$ cat config.mk
export PLATFORM = sky130hd
export DESIGN_NAME = prog_loader
export DESIGN_NICKNAME = d
export VERILOG_FILES = /design/src/rtl/prog_loader.sv
export SDC_FILE = /design/constraint.sdc
export NUM_CORES = 1
export LEC_CHECK = 0
export BUFFER_PORTS_ARGS = -buffer_cell sky130_fd_sc_hd__buf_2
export CAP_MARGIN = 20
export CORE_UTILIZATION = 55
export CTS_CLUSTER_DIAMETER = 30
export DETAILED_ROUTE_END_ITERATION = 16
export PLACE_DENSITY_LB_ADDON = 0.12
export RECOVER_POWER = 25
export SLEW_MARGIN = 15
export SYNTH_ARGS = -nofsm -noshare
export SYNTH_HDL_FRONTEND = slang
export SYNTH_SLANG_ARGS = --single-unit
$ cat constraint.sdc
create_clock -name clk -period 6.3 [get_ports clk]
set_input_delay 0.945 -clock clk [delete_from_list [all_inputs] [get_ports clk]]
set_output_delay 0.945 -clock clk [all_outputs]
set_load 0.05 [all_outputs]
$ cat src/rtl/prog_loader.sv
// prog_loader: byte-stream program loader; packs bytes into words and writes them to program memory.
// Optional trailing XOR checksum byte when LOADER_CHECKSUM_EN is defined.
//
// Ports:
//   clk, rst          clock, synchronous active-high reset
//   start             begin a load (honoured only when idle)
//   in_data/in_valid  byte stream in; in_ready = byte accepted
//   mem_we/mem_addr/mem_wdata  single-cycle word write
//   busy, done, err   load in progress, end-of-load pulse, sticky error
module prog_loader #(
   parameter int ADDR_WIDTH = 16,
   parameter int DATA_WIDTH = 32,
   parameter logic [ADDR_WIDTH-1:0] BASE_ADDR = '0
) (
   input  logic                  clk,
   input  logic                  rst,
   input  logic                  start,
   input  logic [7:0]            in_data,
   input  logic                  in_valid,
   output logic                  in_ready,
   output logic                  mem_we,
   output logic [ADDR_WIDTH-1:0] mem_addr,
   output logic [DATA_WIDTH-1:0] mem_wdata,
   output logic                  busy,
   output logic                  done,
   output logic                  err
);

   localparam int BPW = DATA_WIDTH / 8;
   localparam int IW  = (BPW > 1) ? $clog2(BPW) : 1;
   localparam logic [IW-1:0] LAST_BYTE = IW'(BPW - 1);
   localparam logic [32:0]   DEPTH     = 33'(1) << ADDR_WIDTH;

`ifdef LOADER_CHECKSUM_EN
   typedef enum logic [2:0] {
      S_IDLE, S_LEN_LO, S_LEN_HI, S_DATA, S_CSUM, S_DONE
   } state_t;
`else
   typedef enum logic [2:0] {
      S_IDLE, S_LEN_LO, S_LEN_HI, S_DATA, S_DONE
   } state_t;
`endif

   state_t state, state_nxt;

   logic [7:0]            len_lo;
   logic [15:0]           len;
   logic [15:0]           word_cnt;
   logic [IW-1:0]         byte_idx;
   logic [DATA_WIDTH-1:0] word_buf;
   logic [DATA_WIDTH-1:0] word_asm;
   logic [ADDR_WIDTH-1:0] wr_addr;
   logic [15:0]           len_in;
   logic                  hs;
   logic                  oversize;
   logic                  last_byte;
   logic                  last_word;
`ifdef LOADER_CHECKSUM_EN
   logic [7:0]            csum;
`endif

   assign hs        = in_valid & in_ready;
   assign len_in    = {in_data, len_lo};
   assign oversize  = 33'(len_in) > DEPTH;
   assign last_byte = byte_idx == LAST_BYTE;
   assign last_word = word_cnt == (len - 16'd1);

   // Current partial word with the incoming byte merged in at its lane.
   always_comb begin
      word_asm = word_buf;
      word_asm[{byte_idx, 3'b000} +: 8] = in_data;
   end

   always_ff @(posedge clk) begin
      if (rst) state <= S_IDLE;
      else     state <= state_nxt;
   end

   always_comb begin
      state_nxt = state;
      in_ready  = 1'b0;
      busy      = 1'b0;
      done      = 1'b0;
      unique case (state)
         S_IDLE: begin
            if (start) state_nxt = S_LEN_LO;
         end
         S_LEN_LO: begin
            in_ready = 1'b1;
            busy     = 1'b1;
            if (in_valid) state_nxt = S_LEN_HI;
         end
         S_LEN_HI: begin
            in_ready = 1'b1;
            busy     = 1'b1;
            if (in_valid) begin
               if (len_in == 16'd0 || oversize) state_nxt = S_DONE;
               else                             state_nxt = S_DATA;
            end
         end
         S_DATA: begin
            in_ready = 1'b1;
            busy     = 1'b1;
            if (in_valid && last_byte && last_word) begin
`ifdef LOADER_CHECKSUM_EN
               state_nxt = S_CSUM;
`else
               state_nxt = S_DONE;
`endif
            end
         end
`ifdef LOADER_CHECKSUM_EN
         S_CSUM: begin
            in_ready = 1'b1;
            busy     = 1'b1;
            if (in_valid) state_nxt = S_DONE;
         end
`endif
         S_DONE: begin
            done      = 1'b1;
            state_nxt = S_IDLE;
         end
         default: state_nxt = S_IDLE;
      endcase
   end

   always_ff @(posedge clk) begin
      if (rst) begin
         len_lo    <= '0;
         len       <= '0;
         word_cnt  <= '0;
         byte_idx  <= '0;
         word_buf  <= '0;
         wr_addr   <= BASE_ADDR;
         mem_we    <= 1'b0;
         mem_addr  <= '0;
         mem_wdata <= '0;
         err       <= 1'b0;
`ifdef LOADER_CHECKSUM_EN
         csum      <= '0;
`endif
      end else begin
         mem_we <= 1'b0;
         unique case (state)
            S_IDLE: begin
               if (start) begin
                  err      <= 1'b0;
                  word_cnt <= '0;
                  byte_idx <= '0;
                  word_buf <= '0;
                  wr_addr  <= BASE_ADDR;
`ifdef LOADER_CHECKSUM_EN
                  csum     <= '0;
`endif
               end
            end
            S_LEN_LO: begin
               if (hs) len_lo <= in_data;
            end
            S_LEN_HI: begin
               if (hs) begin
                  len <= len_in;
                  if (oversize) err <= 1'b1;
               end
            end
            S_DATA: begin
               if (hs) begin
                  word_buf <= word_asm;
`ifdef LOADER_CHECKSUM_EN
                  csum     <= csum ^ in_data;
`endif
                  if (last_byte) begin
                     mem_we    <= 1'b1;
                     mem_addr  <= wr_addr;
                     mem_wdata <= word_asm;
                     wr_addr   <= wr_addr + 1'b1;
                     word_cnt  <= word_cnt + 16'd1;
                     byte_idx  <= '0;
                  end else begin
                     byte_idx <= byte_idx + 1'b1;
                  end
               end
            end
`ifdef LOADER_CHECKSUM_EN
            S_CSUM: begin
               if (hs && in_data != csum) err <= 1'b1;
            end
`endif
            default: ;
         endcase
      end
   end

endmodule
* Word-level counts from Yosys, hierarchy flattened
Index checks and enable logic that the tools add are counted.
Storage, ports and cells: bits in registers 142, input bits 12, output and inout bits 53
Operators by class: add/sub/neg operators 5, eq/ne operators 12, shift operators 2, mux-type cells 24, bitwise logic cells 3, reductions and logical operators 13
Operators by type and width (count):
- 16-bit two-way mux | 5
- 32-bit two-way mux | 2
- 16-bit case mux with 2 select lines | 2
- 32-bit case mux with 2 select lines | 1
- 16-bit by 1-bit adder with 16-bit output, second input constant | 2
- 32-bit bitwise mux | 1
- 8-bit by 7-bit variable shift with 32-bit output, first input constant | 1
- 8-bit by 7-bit indexed part select with 32-bit output | 1
- 16-bit equality test | 1
- 16-bit zero test | 1
- 16-bit by 1-bit subtractor with 16-bit output, second input constant | 1
- 3-bit two-way mux | 5
- 2-bit != test, second input constant | 6
- 3-bit case mux with 4 select lines | 1
- 4-bit AND reduction | 2
- 5-bit negator with 7-bit output | 1
- 3-bit by 2-bit equality test with 1-bit output, second input constant | 2
- 2-bit two-way mux | 3
- 3-bit AND reduction | 2
- 3-bit OR reduction | 2
- 2-bit case mux with 2 select lines | 1
- 2-bit AND reduction | 2
- 3-bit by 1-bit equality test with 1-bit output, second input constant | 1
- 3-bit equality test, second input constant | 1
- other kinds (8) | 12

* Logic depth before layout (Yosys ltp)
Gate-level depths: netlist (run 1).
word-level depth 6, mapped depth 9

* Worst setup path after synthesis (run 1)
Ideal clock, no wire load.
path kind reg-to-output, from reg state[1], to out in_ready, arrival time 1897 ps, slack 3458 ps, cell stages (with the launch flop) 5, path buffers 2, cells stage by stage dfxtp_1 > clkbuf_1 > inv_1 > a21oi_1 > buf_4
Between the ends: word-level cells in the longest chain between the ends 3
RTL lines:
- start, declared | line 44 | state_t state, state_nxt;
- start signal, assigned | line 76 | else state <= state_nxt;
- 3-bit by 2-bit equality test with 1-bit output / 3-bit by 1-bit equality test with 1-bit output (equally long branches)
- 3-bit OR reduction (no source line) *
- 1-bit two-way mux *
- end, declared | line 20 | output logic in_ready,
Every way passes the cells marked *; elsewhere a longest branch is shown, timed or not.

* Worst setup path after layout (run 1)
from reg len[0], to reg state[0]
Between the ends: word-level cells in the longest chain between the ends 5
RTL lines:
- start, declared | line 47 | logic [15:0] len;
- start signal, assigned | line 162 | len <= len_in;
- 16-bit by 1-bit subtractor with 16-bit output | line 66 | assign last_word = word_cnt == (len - 16'd1);
- 16-bit equality test | line 66
- 1-bit logical AND | line 104 | if (in_valid && last_byte && last_word) begin
- 2-bit != test (no source line)
- 4-bit AND reduction (no source line)
Every way passes these cells. A chain may end at the register's enable or synchronous reset.

==> results of run 1 <==
[layout make-up]
| type | instances | area [um2] |
|---|---|---|
| Multi-Input combinational cell | 609 | 3340 |
| Inverter | 15 | 56.3 |
| Fill cell | 1040 | 4060 |
| Tap cell | 143 | 179 |
| Timing Repair Buffer | 72 | 372 |
| Clock inverter | 6 | 83.8 |
| Clock buffer | 25 | 485 |
| Sequential cell | 142 | 2840 |
[cells by family after synthesis]
family	count (synthesis)	synth area share
other	1	0.000582
multiplexers	11	0.0171
adder cells (fa/ha/maj)	9	0.0175
AO/OA/AOI/OAI	163	0.151
flip-flops	142	0.441
buffers and inverters	66	0.0400
XOR/XNOR	47	0.0639
AND/OR/NAND/NOR	378	0.269
[sequential cells by signal (all words and copies together) (netlist names)]
register   flops
mem_addr      16
word_buf      32
mem_wdata     32
len           16
state          3
len_lo         8
mem_we         1
wr_addr       16
byte_idx       2
word_cnt      16
[routing by layer]
layer	GRT usage	share of wire
met5	0	0
met3	0.0535	0.040
met1	0.318	0.45
met4	0.126	0.026
met2	0.439	0.49
[worst max-delay path: stages, from the launching register on]
cell and delay, ns:
dfxtp_1 0.35, inv_1 0.07, ha_1 0.18, or4b_1 0.60
or4_1 0.54, o311ai_1 0.10, o22ai_1 0.15, or4_4 0.56
a22o_1 0.21
[power groups by stage]
stage	clock, uW	sequential (uW)	combinational (uW)
after floorplan	0	968	358
after global placement	0	990	425
after detailed placement	0	993	434
after CTS	981	974	436
after global routing	1020	981	478
final	972	975	438
[metrics by stage]
| stage | power [uW] | area [um2] |
|---|---|---|
| after global routing | 2480 | 7360 |
| after detailed placement | 1430 | 6800 |
| after floorplan | 1330 | 6440 |
| after CTS | 2390 | 7370 |
| after global placement | 1420 | 6800 |
| final | 2380 | 7360 |
[layout by cell type (no fill, tap or decap), types with 4 or more instances in the layout]
cell | netlist | routed
and3_1 | 10 | 10
a22oi_1 | 32 | 32
ha_1 | 9 | 9
nor2b_1 | 33 | 33
a21oi_1 | 108 | 107
buf_4 | 2 | 8
nor3_1 | 10 | 10
or4_1 | 4 | 4
nand3_1 | 13 | 13
dfxtp_1 | 142 | 142
nand2_1 | 138 | 138
nor4_1 | 9 | 9
nor2_1 | 122 | 122
xor2_1 | 22 | 22
inv_1 | 15 | 15
nand4_1 | 13 | 13
clkbuf_1 | 45 | 30
nor3b_1 | 4 | 4
clkbuf_16 | 0 | 17
xnor2_1 | 25 | 25
and2_1 | 6 | 6
buf_2 | 2 | 38
mux2i_1 | 11 | 11
[final timing paths]
| path | from | end | slack, ns | depth (start not counted) |
|---|---|---|---|---|
| worst min register to register | mem_addr[14]$_SDFFE_PP0P_ | mem_addr[14]$_SDFFE_PP0P_ | 0.45 | 2 |
| worst max-delay path | len[0]$_SDFFE_PP0P_ | state[0]$_SDFFE_PP0P_ | 3.43 | 8 |
| worst min-delay path | mem_addr[14]$_SDFFE_PP0P_ | mem_addr[14]$_SDFFE_PP0P_ | 0.45 | 2 |
| worst max register to register | len[0]$_SDFFE_PP0P_ | state[0]$_SDFFE_PP0P_ | 3.43 | 8 |
==> impl_metrics.env, run 1 <==
export IMPL_synth_edff_count=0
export IMPL_row_count=39
export IMPL_cts_tree="built"
export IMPL_min_period_ns=2.87
export IMPL_vias=5725
export IMPL_core_um2=11400
export IMPL_antenna_cells=0
export IMPL_status="finished, final reports clean"
export IMPL_clkPwrFrac=0.408
export IMPL_first_pass_iters=7
export IMPL_combPwrFrac=0.184
export IMPL_fin_util=0.645
export IMPL_hold_slack_ns=0.448
export IMPL_max_freq_ghz=0.349
export IMPL_route_detailed_drc=0
export IMPL_routedWlPerCell_um=14.8
export IMPL_nNetsFinal=878
export IMPL_cts_hold_fix_buffers=0
export IMPL_worstSetupPathType="reg2reg"
export IMPL_hold_viol=0
export IMPL_critPathLaunchType="register"
export IMPL_synth_common_cells="dfxtp_1, nand2_1, nor2_1"
export IMPL_pre_cts_slack_ns=3.20
export IMPL_drtAntennaViolNets=0
export IMPL_dieArea_um2=12100
export IMPL_crit_path_max_fanout=6
export IMPL_power_density_nw_per_um2=324
export IMPL_power_switching_uw=713
export IMPL_cts_resized=0
export IMPL_p_leak_uw=0.00269
export IMPL_synth_top_area_frac=0.441
export IMPL_cts_sinks=142
export IMPL_grt_pass1_wl_um=24500
export IMPL_start_util=0.564
export IMPL_cts_buffers=17
export IMPL_rsz0062_at_grt="false"
export IMPL_globalplace_congestion=0.814
export IMPL_via_per_inst=5.66
export IMPL_synth_most_common_cell="dfxtp_1"
export IMPL_cp_arrival_ns=3.18
export IMPL_hpwl_um=9670
export IMPL_grt_max_degree=112
export IMPL_antenna_found_initial=0
export IMPL_finalSetupTns_ns=0
export IMPL_syn_area_um2=6440
export IMPL_area_growth_pct=14.3
export IMPL_synth_seq_cells=142
export IMPL_htree_levels=4
export IMPL_ios=65
export IMPL_die_h_um=110
export IMPL_routed_wirelength_um=15000
export IMPL_die_w_um=110
export IMPL_stdcell_count=1012
export IMPL_setup_viol=0
export IMPL_insertion_delay_ns=0.42
export IMPL_grtUsageTotal=0.261
export IMPL_clk_pin_slew_ns=0.06
export IMPL_p_seq_frac=0.409
export IMPL_drtIter0Drc=333
export IMPL_crit_required_ns=6.61
export IMPL_synth_top_cells_by_area="dfxtp_1, a21oi_1, nand2_1"
export IMPL_irDropWorstVdd_uv=204
export IMPL_cts_root_buf="clkbuf_16"
export IMPL_async_flop_share=0
export IMPL_drv_cap=0
export IMPL_dp_cells=980
export IMPL_max_slew_margin=0.334
export IMPL_synth_seq_area_share=0.441
export IMPL_synth_cell_types=52
export IMPL_synth_fp_nets=838
export IMPL_numPortBuffers=63
export IMPL_hold_class="reg2reg"
export IMPL_fin_crit_sh=0.455
export IMPL_critPathCaptureType="register"
export IMPL_syn_inst=817
export IMPL_synth_area_per_cell_um2=7.88
export IMPL_p_int_uw=1670
export IMPL_tightest_slew_ns=0.998
export IMPL_grt_pass1_vias=5216
export IMPL_ys_warn_count=0
export IMPL_grt_overflow=0
export IMPL_drive_gt1_frac=0.0932
export IMPL_p_sw_frac=0.299
export IMPL_slew_violations=0
export IMPL_synth_area_leader_cell="dfxtp_1"
export IMPL_cts_buffer_depth=2
export IMPL_postCtsSetupBuffers=0
export IMPL_setup_slack_ns=3.43
export IMPL_ys_flop_type="dfxtp_1"
export IMPL_fin_worst_skew_ns=0.00385
Note: power is estimated with default switching activity, not from simulation.
==> run 2, diff against run 1 <==
Clock period 6.3 ns to 2.7 ns, I/O delays scaled along.
==> run 2 against run 1 <==
Worst setup slack lost 3.3 ns; maximum frequency rose by 11%; sequential power is 130% higher; critical endpoint unchanged; clock-buffer cell count did not move; largest power group unchanged; highest routed layer unchanged; first-iteration DRC count is 22% higher; sequential share of layout area shrank 0.51 points; register-to-register slack worse by 3.3 ns; sequential cell count is the same; clock power up 130%; critical path depth unchanged; hold slack worse by 0.12 ns; utilization increased by 0.89 points.
==> impl_metrics.env, run 2 (synthesized netlist as in run 1, its figures left out) <==
export IMPL_tightest_slew_ns=0.864
export IMPL_core_um2=11400
export IMPL_cp_arrival_ns=2.90
export IMPL_route_detailed_drc=0
export IMPL_grt_overflow=0
export IMPL_p_leak_uw=0.00266
export IMPL_rsz0062_at_grt="false"
export IMPL_dp_cells=994
export IMPL_power_density_nw_per_um2=754
export IMPL_p_total_uw=5620
export IMPL_critPathCaptureType="register"
export IMPL_via_per_inst=5.65
export IMPL_htree_levels=4
export IMPL_stdcell_count=1025
export IMPL_row_count=39
export IMPL_place_area_um2=6920
export IMPL_hold_viol=0
export IMPL_crit_path_max_fanout=4
export IMPL_fin_crit_sh=0.959
export IMPL_area_growth_pct=15.9
export IMPL_vias=5788
export IMPL_grtUsageTotal=0.268
export IMPL_start_util=0.564
export IMPL_cts_root_buf="clkbuf_16"
export IMPL_stdcell_area_um2=7460
export IMPL_final_cell_mix="dfxtp_1, nand2_1, nor2_1"
export IMPL_cpPeakStageDelay_ns=0.53
export IMPL_routed_wirelength_um=15600
export IMPL_antenna_found_initial=0
export IMPL_r2r_slack_ns=0.11
export IMPL_setup_viol=0
export IMPL_insertion_delay_ns=0.42
export IMPL_hold_slack_ns=0.330
export IMPL_cts_buffer_depth=2
export IMPL_clk_pin_slew_ns=0.06
export IMPL_top_regs="mem_wdata (32), word_buf (32)"
export IMPL_first_pass_iters=6
export IMPL_max_freq_ghz=0.386
export IMPL_hpwl_um=10500
export IMPL_grt_pass1_wl_um=24900
export IMPL_cts_sinks=142
export IMPL_critPathLaunchType="register"
export IMPL_cts_hold_fix_buffers=0
export IMPL_fin_worst_skew_ns=0.00749
export IMPL_dieArea_um2=12100
export IMPL_die_h_um=110
export IMPL_drtAntennaViolNets=0
export IMPL_worst_path_max_delay_cell="or4_1"
export IMPL_drive_gt1_frac=0.0862
export IMPL_grt_pass1_vias=5154
export IMPL_irDropWorstVdd_uv=674
export IMPL_slew_violations=0
export IMPL_drtIter0Drc=407
export IMPL_globalplace_congestion=0.836
export IMPL_ios=65
export IMPL_drv_cap=0
export IMPL_min_period_ns=2.59
export IMPL_worstSetupPathType="reg2reg"
export IMPL_cp_cell_sequence="inv_1, ha_2, or4b_4, or4_1, o311ai_1, o22ai_1, or4_4, a22o_1"
export IMPL_hold_class="in2reg"
export IMPL_status="finished, final reports clean"
export IMPL_antenna_cells=0
export IMPL_cts_buffers=17
export IMPL_routedWlPerCell_um=15.2
export IMPL_fin_util=0.654
export IMPL_numPortBuffers=63
export IMPL_nNetsFinal=892
export IMPL_max_slew_margin=0.419
export IMPL_die_w_um=110
export IMPL_crit_required_ns=3.01
export IMPL_grt_max_degree=82
export IMPL_final_common_cell="dfxtp_1"
export IMPL_cts_tree="built"
run 2: final cells by class:
type / count / area [um2]
Clock inverter: 5 / 81.3
Inverter: 15 / 56.3
Sequential cell: 142 / 2840
Multi-Input combinational cell: 609 / 3360
Clock buffer: 25 / 495
Fill cell: 1018 / 3960
Tap cell: 143 / 179
Timing Repair Buffer: 86 / 443
run 2: critical path, delay by kind of cell, from the launching register on:
kind            cells  cell delay [ns]
fa+ha+maj           1             0.17
simple gates        3             1.49
flops               1             0.33
compound gates      3             0.43
buf+inv             1             0.06
run 2: where the power goes:
part	switching [uW]	internal (uW)
combinational	726	344
sequential	109	2170
clock	831	1450
run 2: repair_timing:
action                     4_1_cts  5_1_grt
gates resized for setup          1        4
setup endpoints to repair        1        2
pin swaps                        0        4
buffers inserted                 0        2
run 2: routing by layer:
layer	wire, um	GRT usage
met1	6930	0.335
met2	7670	0.449
met5	0	0
met3	731	0.0588
met4	265	0.103
run 2: through the flow:
| stage | setup TNS, ns | setup WS (ns) |
|---|---|---|
| global route | 0 | 0.0227 |
| global placement | 0 | 0.0628 |
| finish | 0 | 0.111 |
| detailed placement | -0.00629 | -0.00629 |
| floorplan | 0 | 0.0819 |
| CTS | 0 | 0.0193 |
run 2: path summary, 6_finish.rpt:
path | from | to | cells past startpoint
setup / recovery | len[1]$_SDFFE_PP0P_ | state[0]$_SDFFE_PP0P_ | 8
hold / removal | in_data[7] | len[15]$_SDFFE_PP0P_ | 3
setup reg to reg | len[1]$_SDFFE_PP0P_ | state[0]$_SDFFE_PP0P_ | 8
hold reg to reg | word_buf[12]$_SDFFE_PP0P_ | word_buf[12]$_SDFFE_PP0P_ | 2
==> run 3, diff against run 2 <==
--- a/config.mk
+++ b/config.mk
@@ -8,7 +8,10 @@
 export BUFFER_PORTS_ARGS = -buffer_cell sky130_fd_sc_hd__buf_2
 export CAP_MARGIN = 20
-export CORE_UTILIZATION = 55
+export CELL_PAD_IN_SITES_DETAIL_PLACEMENT = 1
+export CELL_PAD_IN_SITES_GLOBAL_PLACEMENT = 2
+export CORE_UTILIZATION = 35
 export CTS_CLUSTER_DIAMETER = 30
 export DETAILED_ROUTE_END_ITERATION = 16
+export HOLD_SLACK_MARGIN = 0.15
 export PLACE_DENSITY_LB_ADDON = 0.12
 export RECOVER_POWER = 25
==> constraint.sdc (replaced) <==
create_clock -name clk -period 2.7 [get_ports clk]
set_input_delay 0.27 -clock clk [delete_from_list [all_inputs] [get_ports clk]]
set_output_delay 0.27 -clock clk [all_outputs]
set_load 0.05 [all_outputs]
==> run 3 against run 2 <==
Sequential cell count stayed put; cell count is 8.7% higher; hold slack worse by 0.11 ns; sequential power hardly changed; global-route usage is 6.6 points lower; clock-buffer cell count is 4 lower; routed wire length is 16% higher; via count is 0.60% lower; sequential share of layout area is 0.49 points lower; utilization is 23 points lower; non-clock buffer count is 1 higher; largest cell class unchanged; largest power group is now the clock network.
==> impl_metrics.env, run 3 (synthesized netlist as in run 1, its figures left out) <==
export IMPL_status="finished, final reports clean"
export IMPL_stdcell_count=1114
export IMPL_tightest_slew_ns=0.939
export IMPL_finalSetupTns_ns=0
export IMPL_ios=65
export IMPL_r2r_start="len[0]$_SDFFE_PP0P_"
export IMPL_fillCellCount=2181
export IMPL_routedWlPerCell_um=16.2
export IMPL_grtUsageTotal=0.201
export IMPL_antenna_found_initial=0
export IMPL_grt_pass1_wl_um=29600
export IMPL_first_pass_iters=4
export IMPL_hp_start="in_data[2]"
export IMPL_antenna_cells=0
export IMPL_cts_tree="built"
export IMPL_hpwl_um=12200
export IMPL_reg2reg_depth=8
export IMPL_row_count=49
export IMPL_cts_buffers=17
export IMPL_cp_arrival_ns=2.88
export IMPL_setup_slack_ns=0.120
export IMPL_grt_overflow=0
export IMPL_hold_viol=0
export IMPL_cts_buffer_depth=2
export IMPL_drtAntennaViolNets=0
export IMPL_worst_path_max_delay_cell="or4_1"
export IMPL_grt_pass1_vias=5756
export IMPL_clk_pin_slew_ns=0.06
export IMPL_top_regs="mem_wdata (32), word_buf (32)"
export IMPL_routed_wirelength_um=18000
export IMPL_cts_sinks=142
export IMPL_p_leak_uw=0.00267
export IMPL_multi_input_area_um2=3360
export IMPL_place_area_um2=7020
export IMPL_power_density_nw_per_um2=752
export IMPL_r2r_end="state[0]$_SDFFE_PP0P_"
export IMPL_final_common_cell="dfxtp_1"
export IMPL_die_h_um=138
export IMPL_startpoint="len[0]$_SDFFE_PP0P_"
export IMPL_numPortBuffers=63
export IMPL_area_growth_pct=17.4
export IMPL_cpPeakStageDelay_ns=0.52
export IMPL_r2r_slack_ns=0.12
export IMPL_drv_cap=0
export IMPL_vias=5753
export IMPL_critPathCaptureType="register"
export IMPL_crit_required_ns=3.00
export IMPL_start_util=0.357
export IMPL_drtIter0Drc=177
export IMPL_crit_path_max_fanout=4
export IMPL_max_slew_margin=0.369
export IMPL_p_total_uw=5680
export IMPL_die_w_um=138
export IMPL_cpLargestDelayFamily="simple AND/OR/NAND/NOR gates"
export IMPL_grt_max_degree=57
export IMPL_drive_gt1_frac=0.0915
export IMPL_fin_crit_sh=0.956
export IMPL_setup_viol=0
export IMPL_stdcell_area_um2=7560
export IMPL_nNetsFinal=893
export IMPL_route_detailed_drc=0
export IMPL_insertion_delay_ns=0.42
export IMPL_worstSetupPathType="reg2reg"
export IMPL_regArea_um2=2840
export IMPL_hold_class="in2reg"
export IMPL_critPathLaunchType="register"
export IMPL_via_per_inst=5.16
export IMPL_max_freq_ghz=0.388
export IMPL_cts_root_buf="clkbuf_16"
export IMPL_worstHoldPathCells=3
export IMPL_final_cell_mix="dfxtp_1, nand2_1, nor2_1"
export IMPL_min_to="len[10]$_SDFFE_PP0P_"
export IMPL_cp_cell_sequence="inv_1, ha_2, or4b_4, or4_1, o311ai_1, o22ai_1, or4_4, a22o_1"
export IMPL_cts_hold_fix_buffers=0
export IMPL_irDropWorstVdd_uv=492
export IMPL_slew_violations=0
export IMPL_core_um2=18000
export IMPL_pre_cts_slack_ns=0.00130
export IMPL_dp_cells=1081
export IMPL_globalplace_congestion=0.802
export IMPL_min_period_ns=2.58
export IMPL_dieArea_um2=18900
export IMPL_htree_levels=4
export IMPL_fin_worst_skew_ns=0.00621
export IMPL_path_buf_inv=1
## run 3: cell types whose count changed in the layout (fill, tap and decap cells not counted), sizes merged
cell / before / now
clkinvlp: 1 / 0
clkbuf: 73 / 68
clkinv: 2 / 9
buf: 38 / 40
## run 3: routing by layer
layer,global-route usage,share of wire
met5,0,0
met2,0.346,0.49
met4,0.0751,0.017
met3,0.0305,0.022
met1,0.253,0.47
## run 3: worst reg2reg max path: cells and delay by family (launching register included)
family	cells	cell delay, ns
AND/OR/NAND/NOR	3	1.47
buffers and inverters	1	0.07
adder cells (fa/ha/maj)	1	0.17
flip-flops	1	0.32
AO/OA/AOI/OAI	3	0.44
## run 3: report_power, final
group / internal, uW / switching, uW
logic: 344 / 760
clock network: 1400 / 899
registers: 2170 / 111
total: 3910 / 1770
## run 3: area by class of cell
class                           count  share of cell area
Clock inverter                     11              0.0154
Tap cell                          229              0.0379
Timing Repair Buffer               87              0.0581
Clock buffer                       21              0.0609
Multi-Input combinational cell    609               0.444
Inverter                           15             0.00745
Sequential cell                   142               0.376
## run 3: how the worst max path moves through the flow
stage,cells past startpoint,to
final,8,state[0]$_SDFFE_PP0P_
after CTS,8,state[0]$_SDFFE_PP0P_
after global placement,8,state[0]$_SDFFE_PP0P_
after floorplan,9,state[0]$_SDFFE_PP0P_
after detailed placement,8,state[0]$_SDFFE_PP0P_
after global routing,8,state[0]$_SDFFE_PP0P_
## run 3: repair_timing
item | CTS | global route
setup endpoints to repair | 1 | 2
buffers inserted | 0 | 1
pin swaps | 0 | 4
resized for setup | 1 | 3
cloned | 0 | 0
## run 3: stage by stage
step,hold WS (ns),util
floorplan,0.406,-
finish,0.216,0.419
CTS,0.202,0.422
detailed placement,0.445,0.389
global route,0.227,0.419
global placement,0.437,0.389
